### src/rtl/online_sd_adder_serial.sv
// online_sd_adder_serial: digit-serial MSD-first radix-2 signed-digit online adder, online delay 2
module online_sd_adder_serial #(
  parameter int NDIG = 8,
  parameter int LANES = 1
) (
  input  logic             clk,
  input  logic             rst,
  input  logic [LANES-1:0] x_plus,
  input  logic [LANES-1:0] x_minus,
  input  logic [LANES-1:0] y_plus,
  input  logic [LANES-1:0] y_minus,
  input  logic             in_valid,
  output logic             in_ready,
  output logic [LANES-1:0] z_plus,
  output logic [LANES-1:0] z_minus,
  output logic             out_valid,
  input  logic             out_ready,
  output logic             out_first,
  output logic             out_last
);
  localparam int CW = $clog2(NDIG + 1);
  typedef enum logic [1:0] {RUN, FLUSH1, FLUSH2} state_t;
  state_t state_q, state_d;
  logic [CW-1:0] cnt_q, cnt_d;
  logic [LANES-1:0] u_q, u_d, r_q, r_d, z_plus_q, z_plus_d, z_minus_q, z_minus_d;
  logic out_valid_q, out_valid_d, out_first_q, out_first_d, out_last_q, out_last_d;
  logic [2:0] p [LANES];
  logic [2:0] t [LANES];
  logic [2:0] q [LANES];
  logic in_run, last_step, adv;
  assign in_run = state_q == RUN;
  assign last_step = state_q == FLUSH2;
  assign adv = !rst && (!out_valid_q || out_ready) && (!in_run || in_valid);
  assign in_ready = !rst && in_run && (!out_valid_q || out_ready);
  assign z_plus = z_plus_q;
  assign z_minus = z_minus_q;
  assign out_valid = out_valid_q;
  assign out_first = out_first_q;
  assign out_last = out_last_q;
  // word sequencing: count accepted digits, then two flush steps
  always_comb begin
    state_d = state_q;
    cnt_d = cnt_q;
    if (adv && in_run) begin
      cnt_d = cnt_q + 1'b1;
      state_d = cnt_q == CW'(NDIG - 1) ? FLUSH1 : RUN;
    end else if (adv) begin
      state_d = last_step ? RUN : FLUSH2;
      cnt_d = last_step ? '0 : cnt_q;
    end
    out_valid_d = adv || (out_valid_q && !out_ready);
    out_first_d = adv ? in_run && cnt_q == '0 : out_first_q;
    out_last_d = adv ? last_step : out_last_q;
  end
  // per-lane two-level carry-free addition; u and r are the one-step history
  always_comb begin
    u_d = u_q;
    r_d = r_q;
    z_plus_d = z_plus_q;
    z_minus_d = z_minus_q;
    for (int i = 0; i < LANES; i++) begin
      p[i] = in_run ? 3'(x_plus[i]) - 3'(x_minus[i]) + 3'(y_plus[i]) - 3'(y_minus[i]) : 3'b000;
      t[i] = (p[i] == 3'b010 || p[i] == 3'b001) ? 3'b001 : (p[i] == 3'b110) ? 3'b111 : 3'b000;
      q[i] = t[i] - 3'(u_q[i]);
      if (adv) begin
        u_d[i] = !last_step && p[i][0];
        r_d[i] = !last_step && q[i][0];
        z_plus_d[i] = r_q[i] && !q[i][2];
        z_minus_d[i] = !r_q[i] && q[i][2];
      end
    end
  end
  // state, history and output registers
  always_ff @(posedge clk or posedge rst) begin
    if (rst) begin
      state_q <= RUN;
      cnt_q <= '0;
      u_q <= '0;
      r_q <= '0;
      z_plus_q <= '0;
      z_minus_q <= '0;
      out_valid_q <= 1'b0;
      out_first_q <= 1'b0;
      out_last_q <= 1'b0;
    end else begin
      state_q <= state_d;
      cnt_q <= cnt_d;
      u_q <= u_d;
      r_q <= r_d;
      z_plus_q <= z_plus_d;
      z_minus_q <= z_minus_d;
      out_valid_q <= out_valid_d;
      out_first_q <= out_first_d;
      out_last_q <= out_last_d;
    end
  end
endmodule

### config.mk
export PLATFORM = sky130hd
export DESIGN_NAME = online_sd_adder_serial
export DESIGN_NICKNAME = d
export VERILOG_FILES = /design/src/rtl/online_sd_adder_serial.sv
export SDC_FILE = /design/constraint.sdc
export NUM_CORES = 1
export LEC_CHECK = 0
export CAP_MARGIN = 40
export CELL_PAD_IN_SITES_DETAIL_PLACEMENT = 1
export CELL_PAD_IN_SITES_GLOBAL_PLACEMENT = 1
export CORE_MARGIN = 3
export CORE_UTILIZATION = 42
export DETAILED_ROUTE_END_ITERATION = 8
export MAX_ROUTING_LAYER = met4
export PLACE_DENSITY = 0.8
export SYNTH_ARGS = -nofsm -noshare
export SYNTH_HDL_FRONTEND = slang
export SYNTH_SLANG_ARGS = --single-unit
### constraint.sdc
create_clock -name clk -period 4.1 [get_ports clk]
set_input_delay 0.615 -clock clk [delete_from_list [all_inputs] [get_ports clk]]
set_output_delay 0.615 -clock clk [all_outputs]
set_load 0.05 [all_outputs]
==> results, run 1 <==
- The via count of the first global-routing pass is 675.
- Traced cell by cell, the critical path runs through clkdlybuf4s50_1 -> nor2b_4 -> or2_2 -> nor3_1 -> clkdlybuf4s50_1.
- The maximum number of pins on one net before global-route repair is 15.
- The synthesized design spends more area on one cell type than any other, namely dfrtp_1.
- Across the routed clock network, the largest skew measured is 1.55 ps.
- Counting I/O delays and the setup requirement, the final critical path takes approximately 3100 ps.
- The register bit count reported by yosys is 13.
- Max-cap violations in this run came to 0.
- The switching power is around 0.17 mW.
- The endpoint type of the worst setup path is a primary output.
- The power density over cell area is ~450 mW/mm2.
- The die is 50.6 um tall.
- Across all layers, the routed design uses 653 vias.
- The worst path required time is ~3500 ps.
- The number of buffers added on ports is 13.
- The clock sink count is 13.
- The critical path in this run is classified as primary input to primary output.
- The die is about 51 um wide.
- Setup repair after global routing left no endpoint under its margin.
- Of all nets on the critical path, the largest fanout is 14.
- The count of buffers added by post-CTS timing repair for setup is 0.
- The number of endpoints with negative hold slack in the final report is 0.
- The final period utilization is 76.3%.
- The number of buffers added by the clock tree synthesis step is 3.
- By area the synthesized netlist is led by dfrtp_1, ha_1, fa_1.
- For this configuration, the core starts out at a cell density of 46.3%.
- In the final layout, the registers with the most flip-flops are cnt_q x4, state_q x2.
- The library cell appearing most often on the critical path is clkdlybuf4s50_1.
- Counting every net in the synthesized netlist gives 97.
- The register with the most flip-flops is cnt_q.
- The placed instances occupy a cell area of approximately 960 um2.
- Yosys mapped the design onto 31 distinct sky130hd cell types.
- The total track usage is around 16%.
- The proportion of power drawn by the clock network is 17.4%.
- The gate count after technology mapping is 81.
- Static timing analysis puts the maximum clock frequency at 320 MHz.
- Registers are responsible for 41.5% of the overall power.
- After routing the design area is 988 um2.
- The switching power as a share of total power is a little under two fifths.
- At the pin with the least slew margin, the transition time is around 500 ps.
- In this run the worst hold path is classified as flip-flop to flip-flop.
- The register with the most flip-flops in the layout has 4 of them.
- The layout-stage area growth over the synthesis result is 18.4%.
- The post-detailed-route wirelength per cell is 14.2 um.
- The area share of the leading cell type in the synthesized netlist is between 30% and 40%.
- The row count is 15.
- The layout has roughly 210 filler cells.
- The diode insertion count for antenna repair is 0.
- After global routing the overflow that remains totals 0.
- The Yosys step of the flow raised 0 warnings.
- The count of endpoints failing setup in the final report is 0.
- For the worst setup path, the data arrival time is around 2500 ps.
- The combinational fraction of design power is 41.1%.
- The hold buffer count at CTS is 0.
- The dominant register cell in the synthesized netlist is dfrtp_1.
- The max-slew violation count is 0.
- The number of enable flip-flop cells after synthesis is 0.
- The share of layout cells above drive strength 1 is between 10% and 20%.
- The maximum cell stage delay along the critical path is between 800 and 900 ps.
- The static leakage is roughly 0.44 nW.
- The post-route setup TNS is 0 ps.
- The number of I/O pins is 14.
- The post-detailed-routing wire length is 1690 um.
- The number of antenna violations at the first check in global routing is 0.
- Clock latency on the worst-skew pair, taken at its later pin, is between 200 and 300 ps.
- The cell with the largest stage delay on the worst path is clkdlybuf4s50_1.
- After synthesis, flip-flops and latches occupy about two fifths of the total area.
- The number of search-and-repair iterations in the first detailed-routing pass is 4.
- The internal power summed over all cells is 0.278 mW.
- The total of cells resized after clock tree synthesis is 0.
- The number of DRC markers in iteration 0 is 6.
- The headroom to the max-slew limit is roughly two thirds.
- The area of the core is between 0.0015 and 0.002 mm2.
- The total die area is roughly 0.0026 mm2.
- The worst voltage drop across the vdd grid is ~0.00025 V.
- Counting flops with an async set or reset pin after synthesis yields a share of 100%.
- The half-perimeter wire length of the detailed placement result is 1300 um.
- The cell area that synthesis handed to floorplanning was 835 um2.
- Clock-pin slew was measured on the worst setup and hold paths at 70 ps.
- The net count reported at finish is between 100 and 150.
- The last weighted congestion value of the routability-driven placer is roughly 0.75.
- The clock tree root driver cell is clkbuf_4.
- The flow ran to the end, and the final reports show no timing, DRC or antenna violations.
- CTS built an H-tree with a depth of 1.
- In the routed design, unresolved DRC markers number 0.
- In the layout the commonest cells are dfrtp_1, clkdlybuf4s50_1, inv_1.
- The post-route antenna net violation count is 0.
- The type of origin of the critical path is a primary input.
- The first global-routing pass estimated roughly 3000 um of wire.
- Dividing the detail-routed via count by the number of cells gives 5.49.
- In this run the mean area of a mapped cell was just over 10 um2.
- No sink is reached through more buffers than the 2 on the longest clock path.
- TritonCTS built the clock tree.
==> logic make-up (layout without fill, tap and decap cells) <==
group                      count (synthesis)  after routing  synth area share (%)
and+or+nand+nor                           25             25                  19.3
AOI/OAI and AO/OA                         19             19                  16.6
buffers and inverters                     15             28                  9.45
DFF                                       13             13                  39.0
adders and majority gates                  8              8                  13.8
muxes                                      1              1                  1.80
==> metal layers <==
metal  up-vias  GRT usage [%]  routed length (um)
li1        317              -                   -
met1       319           18.8                 797
met5         -              -                   0
met4         0           8.07                  21
met2        13           25.2                 806
met3         4           5.34                  68
==> through the flow <==
step	total power [mW]	util (%)	hold slack, ps	setup slack, ps	std cells
after global placement	0.367	53.4	480	896	115
final	0.450	54.9	494	973	119
after global routing	0.488	54.9	513	883	119
after detailed placement	0.376	53.4	489	811	115
after CTS	0.461	54.9	498	968	119
after floorplan	0.318	-	447	1390	81
==> critical path: cells and delay by family <==
family / cells / cell delay (ps)
buffers and inverters: 2 / 1340
and+or+nand+nor: 3 / 550
==> Yosys cell counts (2+ instances only) <==
master	n
o21ai_0	4
or3_1	3
nor3_2	2
nand3_1	2
a22o_1	2
clkbuf_1	2
nand2_1	3
buf_6	3
a32o_1	2
ha_1	6
nor4_1	2
dfrtp_1	13
inv_1	10
nor2_1	5
o31ai_1	5
fa_1	2
==> cell type report <==
| cell class | count | area [um2] | area share, % |
|---|---|---|---|
| inverters | 10 | 37.5 | 3.80 |
| repair buffers | 14 | 138 | 13.9 |
| well taps | 25 | 31.3 | 3.16 |
| multi-input cells | 53 | 430 | 43.5 |
| clock buffers | 4 | 26.3 | 2.66 |
| flip-flops and latches | 13 | 325 | 32.9 |
==> worst paths after layout <==
| path | slack [ps] | end | startpoint | cells past startpoint |
|---|---|---|---|---|
| worst min-delay path | 490 | z_minus$_DFFE_PP0P_ | r_q$_DFFE_PP0P_ | 1 |
| min in group asynchronous | 850 | out_last$_DFFE_PP0P_ | rst | 3 |
| worst max register to register | 2530 | r_q$_DFFE_PP0P_ | state_q[0]$_DFFE_PP0P_ | 3 |
| worst max-delay path | 970 | in_ready | out_ready | 5 |
| worst min register to register | 490 | z_minus$_DFFE_PP0P_ | r_q$_DFFE_PP0P_ | 1 |
| max in group asynchronous | 2920 | cnt_q[2]$_DFFE_PP0P_ | rst | 3 |
==> power by group through the flow <==
stage | Clock (mW) | Sequential, mW | Combinational (mW)
global route | 0.0898 | 0.191 | 0.207
global placement | 0 | 0.187 | 0.180
finish | 0.0781 | 0.187 | 0.185
detailed placement | 0 | 0.189 | 0.187
floorplan | 0 | 0.219 | 0.0995
CTS | 0.0861 | 0.187 | 0.188
Power figures use the tool's default switching activity.
==> run 2: changes to the inputs <==
--- a/config.mk
+++ b/config.mk
@@ -9,10 +9,10 @@
 export CELL_PAD_IN_SITES_DETAIL_PLACEMENT = 1
 export CELL_PAD_IN_SITES_GLOBAL_PLACEMENT = 1
 export CORE_MARGIN = 3
-export CORE_UTILIZATION = 42
+export CORE_UTILIZATION = 36
 export DETAILED_ROUTE_END_ITERATION = 8
 export MAX_ROUTING_LAYER = met4
-export PLACE_DENSITY = 0.8
+export PLACE_DENSITY = 0.73
 export SYNTH_ARGS = -nofsm -noshare
 export SYNTH_HDL_FRONTEND = slang
 export SYNTH_SLANG_ARGS = --single-unit
==> constraint.sdc (replaced) <==
create_clock -name clk -period 2.8 [get_ports clk]
set_input_delay 0.42 -clock clk [delete_from_list [all_inputs] [get_ports clk]]
set_output_delay 0.42 -clock clk [all_outputs]
set_load 0.05 [all_outputs]
==> run 2 against run 1 <==
  * Combinational power increased by 53%
  * Critical path depth grew 6
  * Routed wire length up 8.2%
  * Clock skew down 0.68 ps
  * Flip-flop and latch count is the same
  * Non-clock buffer count grew 4
  * Global-route usage is 0.58 points lower
  * Critical path type is now primary input to flip-flop
  * Highest routed layer is now met3
==> results, run 2 (same netlist as run 1, synthesis figures left out) <==
- The total power after layout is ~0.68 mW.
- The static leakage is 0.494 nW.
- The number of antenna violations at the first check in global routing is 0.
- The max-slew violation count is 0.
- The core region is ~0.0021 mm2.
- The hold buffer count at CTS is 0.
- The post-route netlist has around 16% of its cells at a drive strength greater than 1.
- The tool flagged a number of max-cap violations equal to 0.
- The via density per instance is 5.46.
- The register with the most flip-flops is cnt_q.
- After the first detailed-routing iteration, the DRC count stood at 8.
- The final period utilization is around 88%.
- For this run, design rule violations remaining after detail routing come to 0.
- The hold-critical path depth is 1.
- The clock tree skew after final layout is approximately 0.87 ps.
- The maximum cell stage delay along the critical path is around 540 ps.
- The most common cell after layout, fill and taps aside is dfrtp_1.
- The total track usage is ~16%.
- The post-detailed-routing wire length is around 1800 um.
- The CTS H-tree depth is 1.
- The clock transition time at the flip-flop clock pins of the worst setup and hold paths is approximately 90 ps.
- The row count is 16.
- The area growth from synthesis to layout is 24.4%.
- The number of filler instances in the final layout is between 200 and 250.
- Among all stages on the critical path, the largest delay is contributed by fa_1.
- The final non-filler cell area is between 0.001 and 0.0015 mm2.
- The largest registers in the layout are cnt_q x4, state_q x2.
- The total area of sequential cells is around 330 um2.
- The multi-input combinational cell area is 430 um2.
- The maximum clock frequency is 408 MHz.
- Setup repair after global routing left no endpoint under its margin.
- The die is 54.1 um tall.
- The min-delay analysis places its worst path in the category flip-flop to flip-flop.
- The via count of the first global-routing pass is approximately 700.
- The worst pin sits at a relative slew slack of about 65%.
- The number of cells on the worst reg-to-reg path is 3.
- For this run, the post-layout net count is between 100 and 150.
- The type of origin of the critical path is a primary input.
- In this run the count of I/O pins placed on the die edge is 14.
- The placement-stage cell area is 0.00100 mm2.
- The clock sink count is 13.
- The first global-routing pass estimated 3190 um of wire.
- Buffers inserted during clock tree synthesis total 3.
- The post-layout minimum cycle time is 2450 ps.
- The congestion estimate from routability-driven global placement came to about 0.75.
- The non-filler instance count after layout is roughly 130.
- The signal on the critical path passes through dlymetal6s2s_1 -> fa_1 -> ha_1 -> inv_1 -> fa_1 -> nand2_1 -> nor2_1 -> o21ai_1 -> ha_1 -> a21oi_1 -> mux2_4.
- The slew at the pin with the worst max-slew slack is approximately 520 ps.
- For this configuration, the core starts out at a cell density of roughly 40%.
- Along the worst path, the maximum fanout reaches 2.
- The diode insertion count for antenna repair is 0.
- The length of routed met2 wiring is between 900 and 1000 um.
- The total die area is approximately 0.0029 mm2.
- TritonCTS built the clock tree.
- The detailed-routed wire length on met3 is 93 um.
- The clock tree buffer depth is 2.
- Entering global routing, the biggest net connects 15 pins.
- Counting tap cells, the placed design contains a total of approximately 120 instances.
- The flow ran to the end, and the final reports show no timing, DRC or antenna violations.
- The startpoint-to-endpoint class of the critical path is primary input to flip-flop.
- The die is between 50 and 60 um wide.
- The clock tree root driver cell is clkbuf_4.
- The worst voltage drop across the vdd grid is 0.000331 V.
- The number of buffers added on ports is 13.
- The count of endpoints failing setup in the final report is 0.
- In the final routed layout, each cell accounts on average for 14.6 um.
- The post-route setup TNS is 0 ps.
- The top layer reached by signal wires is met3.
- The half-perimeter wire length of the detailed placement result is 1350 um.
- The number of endpoints with negative hold slack in the final report is 0.
- The worst setup path is captured at a flip-flop.
- The worst path required time is 2980 ps.
- The count of buffers added by post-CTS timing repair for setup is 0.
- The power density over cell area is ~650 mW/mm2.
- The insertion delay to the later sink of the worst-skew pair is between 200 and 300 ps.
- The post-route antenna net violation count is 0.
- In the final routing, the length of wire on met1 measures between 800 and 900 um.
- After global routing the overflow that remains totals 0.
- The number of flip-flops under the largest register name is 4.
- For this block, the via count after detailed routing is 682.
- The pre-antenna-repair detailed-routing pass consisted of 5 iterations.
- Data on the critical path arrives at its endpoint at 2630 ps.
- In the layout the commonest cells are dfrtp_1, inv_1, clkdlybuf4s50_1.
[run 2: cell type report]
type / count / area share (%)
multi-input cells: 53 / 41.4
clock buffers: 4 / 2.53
well taps: 27 / 3.25
flip-flops and latches: 13 / 31.3
inverters: 10 / 3.61
repair buffers: 18 / 17.8
[run 2: layer usage]
| layer | vias to the layer above | GRT usage (%) |
|---|---|---|
| met2 | 18 | 23.7 |
| met3 | 0 | 5.82 |
| met4 | 0 | 1.24 |
| met5 | - | - |
| met1 | 341 | 20.8 |
| li1 | 323 | - |
[run 2: final timing paths]
path | start | to | slack (ps)
setup / recovery | x_plus | r_q$_DFFE_PP0P_ | 350
hold / removal | r_q$_DFFE_PP0P_ | z_minus$_DFFE_PP0P_ | 510
setup reg to reg | state_q[0]$_DFFE_PP0P_ | r_q$_DFFE_PP0P_ | 1220
hold reg to reg | r_q$_DFFE_PP0P_ | z_minus$_DFFE_PP0P_ | 510
max in group asynchronous | rst | state_q[0]$_DFFE_PP0P_ | 1770
min in group asynchronous | rst | cnt_q[3]$_DFFE_PP0P_ | 690
[run 2: timing repair]
| item | in CTS | in global routing |
|---|---|---|
| setup endpoints to repair | 0 | 3 |
| resized for setup | 0 | 4 |
| hold endpoints to repair | 0 | 0 |
[run 2: critical path, delay by kind of cell]
kind            cells  cell delay, ps
compound gates      2             110
fa+ha+maj           4            1460
buf+inv             2             200
mux                 1             280
simple gates        2             170
[run 2: per-stage QoR]
| stage | hold WS, ps | worst slack [ps] | utilization, % |
|---|---|---|---|
| after global routing | 542 | 227 | 49.9 |
| after floorplan | 447 | 282 | - |
| after CTS | 516 | 10.4 | 49.5 |
| after global placement | 471 | -223 | 48.3 |
| after detailed placement | 495 | -302 | 48.3 |
| final | 507 | 346 | 49.9 |
[run 2: power by group]
part / switching [mW] / internal, mW / leakage [nW]
sequential: 0.0376 / 0.234 / 0.162
clock: 0.0697 / 0.0554 / 0.0150
combinational: 0.155 / 0.128 / 0.317
==> run 3: changes to the inputs <==
--- a/config.mk
+++ b/config.mk
@@ -10,6 +10,7 @@
 export CELL_PAD_IN_SITES_GLOBAL_PLACEMENT = 1
 export CORE_MARGIN = 3
 export CORE_UTILIZATION = 36
+export CTS_CLUSTER_DIAMETER = 30
 export DETAILED_ROUTE_END_ITERATION = 8
 export MAX_ROUTING_LAYER = met4
 export PLACE_DENSITY = 0.73
==> results of run 3 <==
The final DEF is identical to that of run 2; final timing and power are the same.
